[src/rtl/laser_frame_driver_if.sv]
// Point-stream / result link between the frame driver and the laser-coverage engine.
interface laser_frame_driver_if;
    logic       laser_rst;
    logic [3:0] x;
    logic [3:0] y;
    logic       done;
    logic [3:0] c1x;
    logic [3:0] c1y;
    logic [3:0] c2x;
    logic [3:0] c2y;

    modport master (
        output laser_rst, x, y,
        input  done, c1x, c1y, c2x, c2y
    );

    modport slave (
        input  laser_rst, x, y,
        output done, c1x, c1y, c2x, c2y
    );
endinterface

[src/rtl/laser_frame_driver.sv]
// Streams ROM point frames into the laser-coverage engine, checks each result
// against a golden ROM and tallies pass/fail over a run of frames.
module laser_frame_driver #(
    parameter int NUM_FRAMES = 6,
    parameter int POINTS     = 40,
    parameter int TIMEOUT    = 100000
) (
    input  logic                 clk,
    input  logic                 rst_n,
    input  logic                 start,
    output logic [8:0]           pt_addr,
    input  logic [3:0]           pt_x,
    input  logic [3:0]           pt_y,
    output logic [3:0]           gold_addr,
    input  logic [15:0]          gold,
    laser_frame_driver_if.master eng,
    output logic                 busy,
    output logic                 fin,
    output logic [3:0]           pass_cnt,
    output logic [3:0]           fail_cnt,
    output logic                 proto_err
);
    localparam int             WCW        = (TIMEOUT > 2) ? $clog2(TIMEOUT) : 1;
    localparam logic [5:0]     IDX_END    = 6'(POINTS);
    localparam logic [3:0]     LAST_FRAME = 4'(NUM_FRAMES - 1);
    localparam logic [WCW-1:0] WAIT_LAST  = WCW'(TIMEOUT - 1);

    typedef enum logic [2:0] {IDLE, STREAM, WAIT, RESTART, FIN} state_t;

    state_t         state_reg, state_next;
    logic [3:0]     frame_reg, frame_next;
    logic [5:0]     idx_reg, idx_next;
    logic [WCW-1:0] wait_reg, wait_next;
    logic [3:0]     x_reg, x_next;
    logic [3:0]     y_reg, y_next;
    logic           laser_rst_reg, laser_rst_next;
    logic           busy_reg, busy_next;
    logic           fin_reg, fin_next;
    logic [3:0]     pass_reg, pass_next;
    logic [3:0]     fail_reg, fail_next;
    logic           proto_reg, proto_next;

    logic [3:0]     fetch_frame;
    logic [5:0]     fetch_idx;
    logic           last_frame;
    logic           match;

    function automatic logic [3:0] sat_inc(input logic [3:0] v);
        return (v == 4'hF) ? v : v + 4'd1;
    endfunction

    assign last_frame = (frame_reg == LAST_FRAME);
    assign match = ({eng.c1x, eng.c1y, eng.c2x, eng.c2y} == gold) ||
                   ({eng.c2x, eng.c2y, eng.c1x, eng.c1y} == gold);

    // Outside STREAM the ROM is pre-addressed at point 0 of whichever frame
    // the next launch will use, so a launch never costs a fetch cycle.
    always_comb begin
        fetch_frame = 4'd0;
        fetch_idx   = 6'd0;
        case (state_reg)
            STREAM: begin
                fetch_frame = frame_reg;
                fetch_idx   = idx_reg;
            end
            WAIT, RESTART: fetch_frame = frame_reg + 4'd1;
            default: ;
        endcase
    end

    assign pt_addr   = 9'(fetch_frame) * 9'(POINTS) + 9'(fetch_idx);
    assign gold_addr = frame_reg;

    always_ff @(posedge clk) begin
        if (!rst_n) begin
            state_reg     <= IDLE;
            frame_reg     <= 4'd0;
            idx_reg       <= 6'd0;
            wait_reg      <= '0;
            x_reg         <= 4'd0;
            y_reg         <= 4'd0;
            laser_rst_reg <= 1'b1;
            busy_reg      <= 1'b0;
            fin_reg       <= 1'b0;
            pass_reg      <= 4'd0;
            fail_reg      <= 4'd0;
            proto_reg     <= 1'b0;
        end else begin
            state_reg     <= state_next;
            frame_reg     <= frame_next;
            idx_reg       <= idx_next;
            wait_reg      <= wait_next;
            x_reg         <= x_next;
            y_reg         <= y_next;
            laser_rst_reg <= laser_rst_next;
            busy_reg      <= busy_next;
            fin_reg       <= fin_next;
            pass_reg      <= pass_next;
            fail_reg      <= fail_next;
            proto_reg     <= proto_next;
        end
    end

    always_comb begin
        state_next = state_reg;
        case (state_reg)
            IDLE, FIN: if (start) state_next = STREAM;
            STREAM:    if (idx_reg == IDX_END) state_next = WAIT;
            WAIT: begin
                if (eng.done)
                    state_next = last_frame ? FIN : STREAM;
                else if (wait_reg == WAIT_LAST)
                    state_next = RESTART;
            end
            RESTART:   state_next = last_frame ? FIN : STREAM;
            default:   state_next = IDLE;
        endcase
    end

    always_comb begin
        frame_next     = frame_reg;
        idx_next       = idx_reg;
        wait_next      = wait_reg;
        x_next         = x_reg;
        y_next         = y_reg;
        laser_rst_next = laser_rst_reg;
        busy_next      = busy_reg;
        fin_next       = fin_reg;
        pass_next      = pass_reg;
        fail_next      = fail_reg;
        proto_next     = proto_reg;

        case (state_reg)
            IDLE, FIN: begin
                if (start) begin
                    frame_next = 4'd0;
                    pass_next  = 4'd0;
                    fail_next  = 4'd0;
                    proto_next = 1'b0;
                    busy_next  = 1'b1;
                    fin_next   = 1'b0;
                end
            end
            STREAM: begin
                if (idx_reg == IDX_END) begin
                    x_next    = 4'd0;
                    y_next    = 4'd0;
                    wait_next = '0;
                end
            end
            WAIT: begin
                if (eng.done) begin
                    if (match)
                        pass_next = sat_inc(pass_reg);
                    else
                        fail_next = sat_inc(fail_reg);
                    if (!last_frame)
                        frame_next = frame_reg + 4'd1;
                end else if (wait_reg == WAIT_LAST) begin
                    fail_next      = sat_inc(fail_reg);
                    laser_rst_next = 1'b1;
                end else begin
                    wait_next = wait_reg + 1'b1;
                end
            end
            RESTART: begin
                if (!last_frame)
                    frame_next = frame_reg + 4'd1;
            end
            default: ;
        endcase

        // Every edge that lands in STREAM puts the addressed point on X/Y.
        if (state_next == STREAM) begin
            x_next         = pt_x;
            y_next         = pt_y;
            idx_next       = (state_reg == STREAM) ? idx_reg + 6'd1 : 6'd1;
            laser_rst_next = 1'b0;
        end

        if (state_next == FIN && state_reg != FIN) begin
            laser_rst_next = 1'b1;
            busy_next      = 1'b0;
            fin_next       = 1'b1;
        end

        if (eng.done && state_reg != WAIT)
            proto_next = 1'b1;
    end

    assign eng.laser_rst = laser_rst_reg;
    assign eng.x         = x_reg;
    assign eng.y         = y_reg;
    assign busy          = busy_reg;
    assign fin           = fin_reg;
    assign pass_cnt      = pass_reg;
    assign fail_cnt      = fail_reg;
    assign proto_err     = proto_reg;
endmodule

[src/flat_wrapper.sv]
// flat-port wrapper written by rule: the top's interface ports become plain ports
module laser_frame_driver_flat 
#(
    parameter int NUM_FRAMES = 6,
    parameter int POINTS     = 40,
    parameter int TIMEOUT    = 100000
)
  (clk, rst_n, start, pt_addr, pt_x, pt_y, gold_addr, gold, busy, fin, pass_cnt, fail_cnt, proto_err, eng_laser_rst, eng_x, eng_y, eng_done, eng_c1x, eng_c1y, eng_c2x, eng_c2y);
  laser_frame_driver_if eng_i ();
  input  logic clk;
  input  logic rst_n;
  input  logic start;
  output logic [8:0] pt_addr;
  input  logic [3:0] pt_x;
  input  logic [3:0] pt_y;
  output logic [3:0] gold_addr;
  input  logic [15:0] gold;
  output logic busy;
  output logic fin;
  output logic [3:0] pass_cnt;
  output logic [3:0] fail_cnt;
  output logic proto_err;
  output wire logic [$bits(eng_i.laser_rst)-1:0] eng_laser_rst;
  output wire logic [$bits(eng_i.x)-1:0] eng_x;
  output wire logic [$bits(eng_i.y)-1:0] eng_y;
  input wire logic [$bits(eng_i.done)-1:0] eng_done;
  input wire logic [$bits(eng_i.c1x)-1:0] eng_c1x;
  input wire logic [$bits(eng_i.c1y)-1:0] eng_c1y;
  input wire logic [$bits(eng_i.c2x)-1:0] eng_c2x;
  input wire logic [$bits(eng_i.c2y)-1:0] eng_c2y;
  assign eng_laser_rst = eng_i.laser_rst;
  assign eng_x = eng_i.x;
  assign eng_y = eng_i.y;
  assign eng_i.done = eng_done;
  assign eng_i.c1x = eng_c1x;
  assign eng_i.c1y = eng_c1y;
  assign eng_i.c2x = eng_c2x;
  assign eng_i.c2y = eng_c2y;
  laser_frame_driver #(.NUM_FRAMES(NUM_FRAMES), .POINTS(POINTS), .TIMEOUT(TIMEOUT)) u_core (.clk(clk), .rst_n(rst_n), .start(start), .pt_addr(pt_addr), .pt_x(pt_x), .pt_y(pt_y), .gold_addr(gold_addr), .gold(gold), .eng(eng_i), .busy(busy), .fin(fin), .pass_cnt(pass_cnt), .fail_cnt(fail_cnt), .proto_err(proto_err));
endmodule
[config.mk]
export PLATFORM = sky130hd
export DESIGN_NAME = laser_frame_driver_flat
export DESIGN_NICKNAME = d
export VERILOG_FILES = /design/src/rtl/laser_frame_driver_if.sv /design/src/rtl/laser_frame_driver.sv /design/src/flat_wrapper.sv
export SDC_FILE = /design/constraint.sdc
export NUM_CORES = 1
export LEC_CHECK = 0
export CORE_MARGIN = 5
export CORE_UTILIZATION = 50
export DETAILED_ROUTE_END_ITERATION = 10
export PLACE_DENSITY = 0.84
export REMOVE_ABC_BUFFERS = 1
export SETUP_SLACK_MARGIN = 0.1
export SYNTH_ARGS = -nofsm -noshare
export SYNTH_HDL_FRONTEND = slang
export SYNTH_SLANG_ARGS = --single-unit
export TNS_END_PERCENT = 30
[constraint.sdc]
create_clock -name clk -period 4.3 [get_ports clk]
set_input_delay 0.86 -clock clk [delete_from_list [all_inputs] [get_ports clk]]
set_output_delay 0.86 -clock clk [all_outputs]
set_load 0.02 [all_outputs]
## Word-level counts from Yosys, hierarchy flattened

Cells that the tools add are included.

- Mux-type cells: 38
- Eq/ne operators: 25
- Bitwise logic cells: 1
- Reductions and logical operators: 27
- Add/sub/neg operators: 6
- Multipliers: 1

Operator list:

| operator | count |
|---|---|
| 4-bit 2-to-1 mux | 14 |
| 17-bit 2-to-1 mux | 3 |
| 17-bit case mux with 2 select lines | 1 |
| 16-bit equality test | 2 |
| 4-bit case mux with 2 select lines | 3 |
| 2-bit nonzero test | 10 |
| 17-bit by 1-bit adder with 17-bit output (second input constant) | 1 |
| 17-bit equality test (second input constant) | 1 |
| 3-bit 2-to-1 mux | 5 |
| 4-bit by 1-bit adder with 4-bit output (second input constant) | 3 |
| 6-bit 2-to-1 mux | 2 |
| 3-bit case mux with 4 select lines | 1 |
| 4-bit case mux with 3 select lines | 1 |
| 2-bit != test (second input constant) | 5 |
| 9-bit by 6-bit adder with 9-bit output | 1 |
| 4-bit equality test (second input constant) | 2 |
| 1-bit 2-to-1 mux | 8 |
| 2-bit AND reduction | 4 |
| 4-bit AND reduction | 2 |
| 6-bit by 1-bit adder with 6-bit output (second input constant) | 1 |
| 3-bit by 1-bit equality test with 1-bit output (second input constant) | 2 |
| 3-bit by 2-bit equality test with 1-bit output (second input constant) | 2 |
| 3-bit equality test (second input constant) | 2 |
| 6-bit equality test (second input constant) | 1 |
| other kinds (13) | 21 |

- Output and inout bits: 33
- Logic and storage cells: 110
- Input bits: 44
- Register bits after elaboration: 50

## Depth between registers and ports, before layout

Gate-level depths: netlist (run 1).

- Word-level depth: 8
- Gate-level depth with buffers: 13
- Depth with buffers taken out: 11

## Worst setup path after synthesis (run 1)

OpenSTA, ideal clock, no wires.

- Path type: reg2out
- Start point: register u_core.state_reg[0]
- End point: output pt_addr[8]
- Stages on the path, launching flop included: 12
- Path slack: 0.610 ns
- Path buffers: 2
- Arrival: 2.830 ns
- Data required time: 3.440 ns
- Cells stage by stage: dfxtp_1 -> buf_2 -> nand2_1 -> clkbuf_1 -> o22ai_1 -> ha_1 -> ha_1 -> fa_1 -> nand2_1 -> nor2_1 -> xnor2_1 -> xnor2_1

- Longest elaborated chain between the ends: 5
- Elaborated cells between the ends (all ways): 8
- Classes of those cells: add/sub: 1; mul: 1; eq/ne: 3; mux: 2; reduce/logical: 1

Ends and longest elaborated chain:

| element | line | RTL |
|---|---|---|
| from (decl) | laser_frame_driver.sv:30 | `state_t state_reg, state_next;` |
| from (signal assigned) | laser_frame_driver.sv:89 | `state_reg <= state_next;` |
| 3-bit by 2-bit equality test with 1-bit output | laser_frame_driver.sv:61 | `case (state_reg)` |
| 2-bit OR reduction | laser_frame_driver.sv:61 |  |
| 4-bit case mux with 2 select lines | laser_frame_driver.sv:61 |  |
| 4-bit by 3-bit multiplier with 6-bit output | laser_frame_driver.sv:71 | `assign pt_addr = 9'(fetch_frame) * 9'(POINTS) + 9'(fetch_idx);` |
| 9-bit by 6-bit adder with 9-bit output (*) | laser_frame_driver.sv:71 |  |
| to (decl) | flat_wrapper.sv:13 | `output logic [8:0] pt_addr;` |

Every way passes the cells marked *; elsewhere a longest branch is shown, timed or not.

## Final worst setup path (run 1)

- Start point: register u_core.state_reg[2]
- End point: output pt_addr[8]

Same word-level chain as after synthesis.

==> summary.md, run 1 <==
| Metric | Value |
|---|---|
| Outcome | `finished clean` |
| Layout cells sized above 1 | `7.87%` |
| Maximum clock rate | `250 MHz` |
| Clk_lat worst skew | `0.30 ns` |
| Remaining antenna violation count after routing | `0` |
| Clk slew on worst S/H paths | `0.09 ns` |
| Slew HR | `54.8%` |
| CTS Root Cell | `clkbuf_8` |
| Critical path endpoint category | `output pin` |
| Setup repair bufs after CTS | `0` |
| Max VDD drop | `0.000258 V` |
| Initial antenna violation count | `0` |
| Layout area overhead | `30.4%` |
| Max Cap Violations | `0` |
| # diodes | `0` |
| Routed length per placed instance | `14.7 um` |
| Vias per cell | `5.56` |
| Final period util | `93.1%` |
| Hold Path Depth | `2` |
| Pin count of the biggest net entering global routing | `22` |
| Ys async rst share | `0%` |
| Final Non-Filler Cells | `507` |
| RD Place Congestion | `0.848` |
| Mean Syn Cell Area | `8.65 um^2` |
| CP Class | `reg2out` |
| Die H | `88.2 um` |
| # setup viols final | `0` |
| CTS tree | `yes` |
| Max reg flops | `17` |
| Max H-tree Level | `2` |
| Reg2reg setup slack | `2.19 ns` |
| Global-route wire length before repair | `11.9 mm` |
| Hold Path End | `u_core.fin` |
| Commonest non-fill, non-tap cell in the layout | `clkdlybuf4s50_1` |
| RR Startpoint | `u_core.state_reg[0]` |
| EDFF count, synth | `0` |
| Slew @ Worst Pin | `0.677 ns` |
| Most frequent cells in the layout | `clkdlybuf4s50_1, dfxtp_1, nor2_1` |
| Cts hold-fix bufs | `0` |
| Type of element launching the critical path | `flip-flop` |
| FP Rows | `28` |
| TritonCTS Buffers | `5` |
| Number of max-slew violations in the final report | `0` |
| Register area | `1000 um^2` |
| Reg2reg end | `u_core.idx_reg[5]` |
| Hold Path Class | `reg2reg` |
| Residual DRC | `0` |
| Layout fillers | `472` |
| Max Root-Sink Buffers | `2` |
| Multi-input logic area | `1970 um^2` |
| Synth Flop Type | `dfxtp_1` |
| Pwr dens | `230 nW/um^2` |
| # port buffers | `76` |
| Minimum clock period | `4.00 ns` |
| DP HPWL | `5.79 mm` |
| Leak | `1.50 nW` |
| Hold Crit Start | `u_core.fin` |
| CP Data Arrival Time | `3.14 ns` |
| Fin Setup TNS | `0 ns` |
| Clk_skew | `0.0105 ns` |
| Total global-route track usage | `19.0%` |
| # clock sinks | `50` |
| Worst endpoint required time | `3.44 ns` |
| Initial Util | `51.6%` |
| Unrepaired setup endpoints after global routing | `no` |
| CORE AREA | `5920 um^2` |
| Syn Inst Count | `353` |
| FF+latch count, synth | `50` |
| Top-level port count | `77` |
| Final wirelength | `7.45 mm` |
| Nets@finish | `490` |
| CP Max Fanout | `7` |
| Cell area after synthesis | `3050 um^2` |
| Distinct cells, synth | `48` |
| FF-to-FF path depth | `7` |
| Die width | `88.2 um` |
| Post-placement cell count | `499` |
| Total die area | `7770 um^2` |
| Vias in the first global route | `2704` |
| Final Hold Viols | `0` |
| Gr ovfl total | `0` |
| Via count | `2821` |
| First drt pass iteration count | `4` |
| Synth warn | `0` |
| Drt first-iter violations | `112` |
| Sequential share of the synthesized area | `32.8%` |
-- routing by layer --
layer / GRT usage (%) / vias up / routed length (um)
li1: - / 1420 / -
met1: 23.2 / 1296 / 3120
met2: 33.4 / 103 / 3580
met3: 4.89 / 2 / 716
met4: 4.53 / 0 / 33
met5: 0 / - / 0
-- synth_stat cells (4+ instances only) --
library cell	n	area share, %
mux2i_1	4	1.3
or3_1	9	1.8
dfxtp_1	50	33
nor4_2	6	2.5
inv_1	5	0.61
nor4_1	8	1.6
ha_1	13	5.3
and2_1	5	1.0
nand2_1	33	4.1
a21oi_1	19	3.1
nand3_1	9	1.5
and3_1	4	0.82
xor2_1	38	11
buf_2	4	0.66
o21ai_0	8	1.3
clkbuf_1	5	0.61
nor2_1	48	5.9
nor3_1	7	1.1
nand4_1	9	1.8
a32oi_1	8	2.3
xnor2_1	15	4.3
-- worst max-delay path by stage --
stage | slack, ns | start | to | cells past startpoint
final | 0.30 | u_core.state_reg[2] | pt_addr[8] | 12
after global routing | 0.10 | u_core.gold_addr[2] | pt_addr[8] | 12
after CTS | 0.27 | u_core.state_reg[2] | pt_addr[8] | 12
after detailed placement | 0.33 | u_core.state_reg[2] | pt_addr[8] | 12
after global placement | 0.38 | u_core.state_reg[2] | pt_addr[8] | 12
after floorplan | 0.61 | u_core.state_reg[0] | pt_addr[8] | 9
-- area by class of cell --
class                      count  share of cell area, %
clock buffer                   6                   1.82
timing repair buffer          83                   20.4
multi-input combinational    285                   49.4
inverter                       6                  0.565
tap                           75                   2.36
clock inverter                 2                  0.345
sequential                    50                   25.2
-- worst max-delay path, cell delays in order, from the launching register on --
cell           delay [ns]
dfxtp_1              0.39
nand2b_2             0.26
nor2_1               0.14
nor2_1               0.07
a31oi_2              0.20
ha_1                 0.27
ha_1                 0.21
fa_1                 0.52
nand2_1              0.06
nor2_1               0.12
xnor2_1              0.14
xnor2_1              0.13
dlygate4sd2_1        0.34
-- logic make-up after synthesis --
kind of cell	synth area share [%]
DFF	32.8
AOI/OAI and AO/OA	13.1
and+or+nand+nor	27.9
buffers and inverters	3.11
xor gates and xnor gates	15.2
muxes	1.31
adders and majority gates	6.64
-- metrics by stage --
| stage | setup WS, ns | util (%) | hold WS [ns] | area, um^2 | total power, mW |
|---|---|---|---|---|---|
| after floorplan | 0.605 | - | 0.467 | 2980 | 0.568 |
| after global placement | 0.381 | 65.7 | 0.449 | 3890 | 0.654 |
| after detailed placement | 0.327 | 65.7 | 0.459 | 3890 | 0.658 |
| after CTS | 0.269 | 67.1 | 0.472 | 3970 | 0.924 |
| after global routing | 0.101 | 67.3 | 0.498 | 3980 | 0.963 |
| final | 0.295 | 67.3 | 0.477 | 3980 | 0.915 |
-- power by group --
group / internal (mW) / switching [mW]
Combinational: 0.0825 / 0.0834
Clock: 0.115 / 0.153
Sequential: 0.474 / 0.00760
Total: 0.672 / 0.244
-- timing repair --
item	in CTS	in global routing
pin swaps	0	0
setup endpoints to repair	1	2
gates resized for setup	1	3
(Power assumes the default switching activity.)
==> run 2: changes to the inputs <==
- CORE_MARGIN: 5 -> default
- PLACE_DENSITY: 0.84 -> default
- PLACE_DENSITY_LB_ADDON: default -> 0.1
==> summary.md, run 2 (same netlist as run 1, synthesis figures left out) <==
| Metric | Value |
|---|---|
| Setup repair bufs after CTS | `0 (unchanged)` |
| CTS tree | `yes (unchanged)` |
| First drt pass iteration count | `4 (unchanged)` |
| Initial antenna violation count | `0 (unchanged)` |
| Design area | `4000 um^2 (was 3980 um^2)` |
| Nets@finish | `490 (unchanged)` |
| Slew @ Worst Pin | `0.704 ns (was 0.677 ns)` |
| Final period util | `94.1% (was 93.1%)` |
| Clk_lat worst skew | `0.31 ns (was 0.30 ns)` |
| Leak | `1.51 nW (was 1.50 nW)` |
| Gr ovfl total | `0 (unchanged)` |
| Max reg flops | `17 (unchanged)` |
| Max VDD drop | `0.000183 V (was 0.000258 V)` |
| # clock sinks | `50 (unchanged)` |
| Residual DRC | `0 (unchanged)` |
| CORE AREA | `5920 um^2 (unchanged)` |
| Vias in the first global route | `2716 (was 2704)` |
| Pwr dens | `246 nW/um^2 (was 230 nW/um^2)` |
| Vias per cell | `5.66 (was 5.56)` |
| Multi-input logic area | `1960 um^2 (was 1970 um^2)` |
| Total die area | `6420 um^2 (was 7770 um^2)` |
| Unrepaired setup endpoints after global routing | `no (unchanged)` |
| Final wirelength | `7.44 mm (was 7.45 mm)` |
| Top-level port count | `77 (unchanged)` |
| Layout cells sized above 1 | `7.87% (unchanged)` |
| Clk_skew | `0.00880 ns (was 0.0105 ns)` |
| Most frequent cells in the layout | `clkdlybuf4s50_1, dfxtp_1, nor2_1 (unchanged)` |
| CTS Root Cell | `clkbuf_8 (unchanged)` |
| # port buffers | `76 (unchanged)` |
| FP Rows | `28 (unchanged)` |
| # diodes | `0 (unchanged)` |
| Initial Util | `51.6% (unchanged)` |
| CP Class | `reg2out (unchanged)` |
| Minimum clock period | `4.04 ns (was 4.00 ns)` |
| Maximum clock rate | `247 MHz (was 250 MHz)` |
| Max Root-Sink Buffers | `2 (unchanged)` |
| DP HPWL | `5.51 mm (was 5.79 mm)` |
| Via count | `2872 (was 2821)` |
| Outcome | `finished clean (unchanged)` |
| CP Max Fanout | `5 (was 7)` |
| Fin Setup TNS | `0 ns (unchanged)` |
| Clk slew on worst S/H paths | `0.09 ns (about the same)` |
| Layout area overhead | `30.9% (was 30.4%)` |
| Type of element launching the critical path | `flip-flop (unchanged)` |
| # setup viols final | `0 (unchanged)` |
| RD Place Congestion | `0.824 (was 0.848)` |
| Routed length per placed instance | `14.7 um (about the same)` |
| Register area | `1000 um^2 (unchanged)` |
| Hold Path Class | `reg2reg (unchanged)` |
| Global-route wire length before repair | `12.4 mm (was 11.9 mm)` |
| CP Data Arrival Time | `3.18 ns (was 3.14 ns)` |
| Pin count of the biggest net entering global routing | `22 (unchanged)` |
| Max H-tree Level | `2 (unchanged)` |
| Placed Area | `3890 um^2 (unchanged)` |
| Commonest non-fill, non-tap cell in the layout | `clkdlybuf4s50_1 (unchanged)` |
| Number of max-slew violations in the final report | `0 (unchanged)` |
| Remaining antenna violation count after routing | `0 (unchanged)` |
| Drt first-iter violations | `116 (was 112)` |
| Layout fillers | `515 (was 472)` |
| Die H | `80.2 um (was 88.2 um)` |
| Final Hold Viols | `0 (unchanged)` |
| Slew HR | `53.1% (was 54.8%)` |
| Die width | `80.2 um (was 88.2 um)` |
| Critical path endpoint category | `output pin (unchanged)` |
| TritonCTS Buffers | `5 (unchanged)` |
| Max Cap Violations | `0 (unchanged)` |
| Total global-route track usage | `24.5% (was 19.0%)` |
| Worst endpoint required time | `3.44 ns (about the same)` |
==> run 2: layout make-up <==
| type | count | share of cell area (%) |
|---|---|---|
| clock buffers | 6 | 1.82 |
| clock inverters | 2 | 0.939 |
| inverters | 6 | 0.563 |
| multi-input cells | 285 | 49.0 |
| flip-flops and latches | 50 | 25.1 |
| well taps | 75 | 2.35 |
| repair buffers | 83 | 20.2 |
==> run 2: path summary, 6_finish.rpt <==
check                           slack (ns)                end           startpoint  cells after the start
worst max-delay path                  0.26         pt_addr[7]  u_core.state_reg[1]                      9
worst min register to register        0.47   u_core.proto_err     u_core.proto_err                      2
worst min-delay path                  0.47   u_core.proto_err     u_core.proto_err                      2
worst max register to register        2.15  u_core.idx_reg[5]  u_core.state_reg[0]                      7
==> run 2: stage by stage <==
step           utilization, %  hold WS [ns]  setup slack [ns]  instances  power (mW)
5_1_grt                  67.5         0.508             0.130        507        1.03
2_1_floorplan               -         0.467             0.605        341       0.568
3_3_place_gp             65.7         0.455             0.378        499       0.655
4_1_cts                  67.5         0.470             0.209        507       0.991
3_5_place_dp             65.7         0.460             0.279        499       0.658
6_report                 67.5         0.470             0.256        507       0.983
==> run 2: power by group <==
| part | switching, mW | internal, mW |
|---|---|---|
| clock network | 0.161 | 0.174 |
| logic | 0.0844 | 0.0824 |
| registers | 0.00750 | 0.474 |
| total | 0.253 | 0.730 |
==> run 2: routing by layer <==
layer	vias to the layer above	track usage (%)	share of wire (%)
met2	84	43.1	49
met3	4	7.39	7.0
met1	1370	29.0	43
li1	1414	-	-
met4	0	6.07	0.52
met5	-	0	0
==> run 2: timing repair <==
action	4_1_cts	5_1_grt
resized for setup	1	5
hold endpoints to repair	0	0
hold buffers	0	0
setup endpoints to repair	1	2
==> run 2: worst max-delay path, stage by stage (launching register included) <==
cell and delay [ns]:
dfxtp_1 0.38, buf_4 0.18, nor2_1 0.11, nand2_1 0.11, a31oi_1 0.29, ha_1 0.28
ha_1 0.21, fa_1 0.48, xnor2_1 0.21, clkdlybuf4s50_1 0.63
